--- config.mk ---
export PLATFORM = sky130hd
export DESIGN_NAME = oam_dma
export DESIGN_NICKNAME = d
export VERILOG_FILES = /design/src/rtl/oam_dma.sv
export SDC_FILE = /design/constraint.sdc
export NUM_CORES = 1
export LEC_CHECK = 0
export ABC_CLOCK_PERIOD_IN_PS = 2000
export BUFFER_PORTS_ARGS = -buffer_cell sky130_fd_sc_hd__buf_2
export CAP_MARGIN = 10
export CORE_MARGIN = 2
export CORE_UTILIZATION = 51
export DETAILED_ROUTE_END_ITERATION = 10
export GPL_ROUTABILITY_DRIVEN = 0
export PLACE_DENSITY = 0.79
export SYNTH_ARGS = -nofsm -noshare
export SYNTH_HDL_FRONTEND = slang
export SYNTH_SLANG_ARGS = --single-unit
--- constraint.sdc ---
create_clock -name clk -period 2 [get_ports clk]
set_input_delay 0.5 -clock clk [delete_from_list [all_inputs] [get_ports clk]]
set_output_delay 0.5 -clock clk [all_outputs]
set_load 0.03 [all_outputs]
--- src/rtl/oam_dma.sv ---
// Sprite DMA: a CPU write to DMA_REG_ADDR halts the CPU and copies page P00..PFF
// of CPU memory into OAM as 256 consecutive OAMDATA writes.
module oam_dma #(
  parameter logic [15:0] DMA_REG_ADDR = 16'h4014,
  parameter int          MEM_LAT      = 1,
  parameter int          HALT_CYCLES  = 1
) (
  input  logic        clk,
  input  logic        reset_n,
  input  logic [15:0] cpu_addr,
  input  logic [7:0]  cpu_data_in,
  input  logic        cpu_WE,
  output logic        cpu_halt,
  output logic [15:0] mem_addr,
  output logic        mem_rd,
  input  logic [7:0]  mem_rdata,
  output logic        ppu_cs_n,
  output logic [2:0]  ppu_reg_addr,
  output logic        ppu_WE,
  output logic [7:0]  ppu_data,
  output logic        dma_active
);

  typedef enum logic [2:0] {
    S_IDLE, S_HALT, S_READ, S_WAIT, S_WRITE, S_RELEASE, S_DONE
  } state_t;

  state_t      r_state, w_state_next;
  logic [7:0]  r_page, r_idx, r_ppu_data;
  logic [15:0] r_cnt;
  logic        w_trig, w_halt_last, w_wait_last;

  assign w_trig      = cpu_WE && (cpu_addr == DMA_REG_ADDR);
  assign w_halt_last = (r_cnt == 16'(HALT_CYCLES - 1));
  assign w_wait_last = (r_cnt == 16'(MEM_LAT - 1));

  always_ff @(posedge clk or negedge reset_n) begin
    if (!reset_n) r_state <= S_IDLE;
    else          r_state <= w_state_next;
  end

  always_comb begin
    w_state_next = r_state;
    case (r_state)
      S_IDLE:    if (w_trig)      w_state_next = S_HALT;
      S_HALT:    if (w_halt_last) w_state_next = S_READ;
      S_READ:                     w_state_next = S_WAIT;
      S_WAIT:    if (w_wait_last) w_state_next = S_WRITE;
      S_WRITE:                    w_state_next = S_RELEASE;
      S_RELEASE: w_state_next = (r_idx == 8'hFF) ? S_DONE : S_READ;
      S_DONE:                     w_state_next = S_IDLE;
      default:                    w_state_next = S_IDLE;
    endcase
  end

  // r_cnt restarts on every state change and times the HALT and WAIT dwell.
  always_ff @(posedge clk or negedge reset_n) begin
    if (!reset_n) begin
      r_page     <= '0;
      r_idx      <= '0;
      r_cnt      <= '0;
      r_ppu_data <= '0;
    end else begin
      r_cnt <= (w_state_next != r_state) ? '0 : r_cnt + 16'd1;
      if (r_state == S_IDLE && w_trig) begin
        r_page <= cpu_data_in;
        r_idx  <= '0;
      end
      if (r_state == S_WAIT && w_wait_last) r_ppu_data <= mem_rdata;
      if (r_state == S_RELEASE && r_idx != 8'hFF) r_idx <= r_idx + 8'd1;
    end
  end

  always_comb begin
    cpu_halt     = 1'b0;
    mem_rd       = 1'b0;
    ppu_cs_n     = 1'b1;
    ppu_reg_addr = 3'd0;
    ppu_WE       = 1'b0;
    case (r_state)
      S_HALT, S_WAIT: cpu_halt = 1'b1;
      S_READ: begin
        cpu_halt = 1'b1;
        mem_rd   = 1'b1;
      end
      S_WRITE: begin
        cpu_halt     = 1'b1;
        ppu_cs_n     = 1'b0;
        ppu_reg_addr = 3'd4;
        ppu_WE       = 1'b1;
      end
      S_RELEASE: begin
        cpu_halt     = 1'b1;
        ppu_reg_addr = 3'd4;
      end
      default: ;
    endcase
  end

  // idx never carries into the page, so reads stay inside page P.
  assign mem_addr   = {r_page, r_idx};
  assign ppu_data   = r_ppu_data;
  assign dma_active = cpu_halt;

endmodule

* Yosys cells after proc, flatten, opt, wreduce, memory -nomap -nowiden *
Index checks and enable logic that the tools add are counted.

storage, ports and cells
  input bits = 35
  logic and storage cells = 38
  output and inout bits = 32
  register bits = 43

cells by class
  muxes and demuxes = 13
  reductions and logical operators = 9
  $add $sub $neg = 2
  equality and inequality tests = 9

operators with widths
  cell                                                    number
  one-hot mux 3 bit (6 select lines)                      1
  adder 16 x 1 -> 16 bit (second input constant)          1
  equality test 16 x 15 -> 1 bit (second input constant)  1
  logical NOT 16 bit                                      1
  two-way mux 16 bit                                      1
  two-way mux 8 bit                                       2
  two-way mux 3 bit                                       5
  adder 8 x 1 -> 8 bit (second input constant)            1
  equality test 8 bit (second input constant)             1
  inequality test 8 bit (second input constant)           1
  equality test 3 x 2 -> 1 bit (second input constant)    2
  equality test 3 bit (second input constant)             2
  OR reduction 5 bit                                      1
  logical AND 1 bit                                       4
  two-way mux 1 bit                                       4
  equality test 3 x 1 -> 1 bit (second input constant)    1
  logical NOT 3 bit                                       1
  inequality test 3 bit                                   1
  nonzero test 2 bit                                      1
  OR reduction 2 bit                                      1

* Longest topological paths before layout *
  depth after elaboration = 6
  mapped depth = 7
  gate-level depth less buffers = 6

* Least setup slack after synthesis *
OpenSTA, ideal clock, no wires.

  kind = reg2out
  start point = register r_state[1]
  end point = output dma_active
  slack = 0.188 ns
  arrival time = 1.312 ns
  stages on the path, launching flop included = 4
  buffers on the path = 2
  cells stage by stage = dfrtp_1 > buf_4 > a21oi_1 > buf_4

between the ends
  word-level cells in the longest chain between the ends = 3
  elaborated cells on any way between the ends = 7
  those cells by class = eq/ne: 5; mux: 1; reduce/logical: 1

ends and longest elaborated chain
  element                                               line  source
  start: declaration                                    28    state_t r_state, w_state_next;
  start signal: assignment                              39    else r_state <= w_state_next;
  equality test 3 x 2 -> 1 bit (tied with other cells)  80    case (r_state)
  OR reduction 5 bit (no source line) (*)               --
  two-way mux 1 bit (*)                                 80
  end: declaration                                      21    output logic dma_active

Every way passes the cells marked *; elsewhere a longest branch is shown, timed or not.

* Worst setup path after layout *
  start point = register r_state[2]
  end point = output mem_rd

between the ends
  word-level cells in the longest chain between the ends = 2

ends and longest elaborated chain
  element                       line  source
  equality test 3 x 2 -> 1 bit  80
  two-way mux 1 bit             80
  end: declaration              15    output logic mem_rd,

No other way between the ends.

==> metrics.txt <==
port bufs=between 60 and 70; DIE WIDTH=70.97 um; flop2flop setup slack=around 160 ps; clock sink total=43; Residual DRC=0; crit path max fanout=7; wire length per cell=14.16 um; CORE AREA=4324 sq um; register area share after synthesis=0.4705; initial antenna violation count=0; Vias=1850; CP startpoint kind=flop; Setup Crit Path Kind=reg2out; TNS Setup=0 ps; Final Max Slew Viols=0; syn avg cell area=about 11 sq um; Distinct cells, synth=49; H-tree depth=2; YS warnings=0; required time of the critical path=around 1500 ps; synth top area cells=dfrtp_1 47%, mux2_4 5.3%, nor3_1 4.4%; Clock Pin Slew Worst Setup and Hold Paths=about 80 ps; diode count=0; CP Capture Type=primary output; share of layout cells above drive strength 1=0.3979; Initial Util=0.5289; EDFF count, synth=0; Post-synth top flop=dfrtp_1; DP Wirelength=~3500 um; CTS Root Cell=clkbuf_8; clock latency on the worst-skew pair=about 300 ps; gr ovfl total=0; FF-to-FF path depth=6; final setup vio count=0; fmax=between 500 and 600 MHz; Top Usage Layer GRT=met2; first-pass GRT wire length=between 7000 and 8000 um; Die Span Y=~70 um; endpoints failing hold=0; Gate Count Post-Synth=210; Slew @ Worst Pin=762.0 ps; Worst VDD drop=roughly 540 uV; largest net degree at the start of global routing=between 40 and 50; Min Clock Period, post-route=1897 ps; Power Total=approximately 1600 uW; die area=about 5000 sq um; share of the synthesized area in the top cell type=0.4705; met2 global-route usage=0.3063; ANT nets after route=0; Fillers=around 370; Slew headroom=0.4905; Synth area leader=dfrtp_1; Area Overhead vs Synth=22.10%; Max Clock Skew=about 11 ps; post-synth design cell area=around 2300 sq um; worst r2r dst=ppu_data[0]; routing usage on met1=0.2733; overall global routing resource usage=0.2001; power density over cell area=between 500 and 600 nW/um^2; Post-CTS Setup Inserts=0; Yosys reg bits=43; CTS tree=yes; asr flop ratio synth=1.000; nets=about 320; leak pwr=around 0.0014 uW; HP Class=in2async; drt pass-1 iters=4; Final period util=0.9483; GR met3 Demand/Resource=0.05698; worst r2r src=r_cnt[1]; Iter 0 DRT Violations=around 150; max_cap viols=0; clock buffer count from CTS=5; total wire length=around 4800 um; RSZ-0062 raised after global routing=false; I/O pin cnt=67; Clock Tree Buf Depth=2; Worst Path Arrival=approximately 1400 ps; vias per inst=roughly 5.5; row count=24; status=completed; number of global-route vias before repair=between 1500 and 2000
cell usage after synthesis, types with 2 or more instances:
cell type / count
nor2b_1: 2
mux2_2: 8
o21a_1: 2
xor2_1: 6
a21o_1: 2
inv_1: 8
mux2_4: 8
nor3_1: 20
xnor2_1: 7
o21ai_0: 12
nor4_1: 4
nand4_2: 2
nor4b_1: 3
nor2_1: 8
nand3_1: 14
ha_1: 3
buf_4: 6
nand2_1: 12
nand4_1: 6
buf_6: 2
a21oi_1: 2
and2_1: 2
dfrtp_1: 43
or3_1: 3
cells by family (layout without fill, tap and decap cells):
| kind of cell | Yosys count | count (layout) | synth area share |
|---|---|---|---|
| other cells | 1 | 2 | 0.001640 |
| compound gates | 25 | 25 | 0.07111 |
| buf+inv | 18 | 91 | 0.04649 |
| fa+ha+maj | 3 | 3 | 0.01641 |
| flops | 43 | 43 | 0.4705 |
| mux | 16 | 16 | 0.09191 |
| simple gates | 91 | 91 | 0.2522 |
| xor+xnor | 13 | 13 | 0.04978 |
sequential cells by signal, indices dropped and copies added, names as in the netlist:
| signal | count |
|---|---|
| ppu_data | 8 |
| r_state | 3 |
| r_page | 8 |
| r_idx | 8 |
| r_cnt | 16 |
layout by cell type, fill, tap and decap left out, drive strengths merged, types with 3 or more instances in the layout:
cell,count
buf,75
clkbuf,6
dfrtp,43
ha,3
inv,8
mux2,16
nand2,12
nand3,14
nand4,9
nor2,9
nor3,21
nor4,6
nor4b,4
o21ai,13
or3,3
xnor2,7
xor2,6
stage by stage:
step | worst slack, ps | area (sq um) | hold WS (ps) | instances | util
floorplan | 188.1 | 2291 | 204.4 | 211 | -
global placement | 105.4 | 2698 | 490.4 | 328 | 0.6238
detailed placement | 73.69 | 2698 | 489.2 | 328 | 0.6238
CTS | 3.296 | 2783 | 273.8 | 336 | 0.6435
global route | 7.477 | 2793 | 305.9 | 336 | 0.6458
finish | 103.5 | 2793 | 267.5 | 336 | 0.6458
final cells by class:
class                   instances  area (sq um)  area share
repair buffers                 75         415.4      0.1487
multi-input cells             150          1120      0.4010
well taps                      52         65.06     0.02330
flip-flops and latches         43          1077      0.3858
inverters                       8         30.03     0.01075
clock buffers                   6         72.57     0.02599
clock inverters                 2         12.51    0.004480
power by group:
part	total, uW	internal [uW]	switching, uW	leakage, uW
Sequential	905	888	16.8	0.000529
Combinational	148	68.3	79.4	0.000811
Clock	533	244	289	0.0000412
worst max path at each step:
stage / start / cells past startpoint / end
3_3_place_gp: cpu_addr[0] / 6 / r_page[2]
5_1_grt: r_state[2] / 4 / mem_rd
6_report: r_state[2] / 4 / mem_rd
2_1_floorplan: r_state[1] / 3 / dma_active
3_5_place_dp: cpu_addr[0] / 6 / r_page[6]
4_1_cts: r_state[2] / 4 / mem_rd
worst max-delay path, stage by stage (launching register included):
cell     delay [ps]
dfrtp_2         460
inv_2           120
nand2_1         160
nor2_1          150
buf_2           220
metal layers:
layer | wire, um | share of wire | vias up
met5 | 0 | 0 | -
met4 | 19 | 0.0040 | 0
met3 | 360 | 0.076 | 2
met2 | 2213 | 0.47 | 67
met1 | 2165 | 0.45 | 879
li1 | - | - | 902
what timing repair did:
item,CTS,global route
hold buffers,0,0
resized for setup,0,3
setup endpoints to repair,0,9
Note: power is estimated with default switching activity, not from simulation.
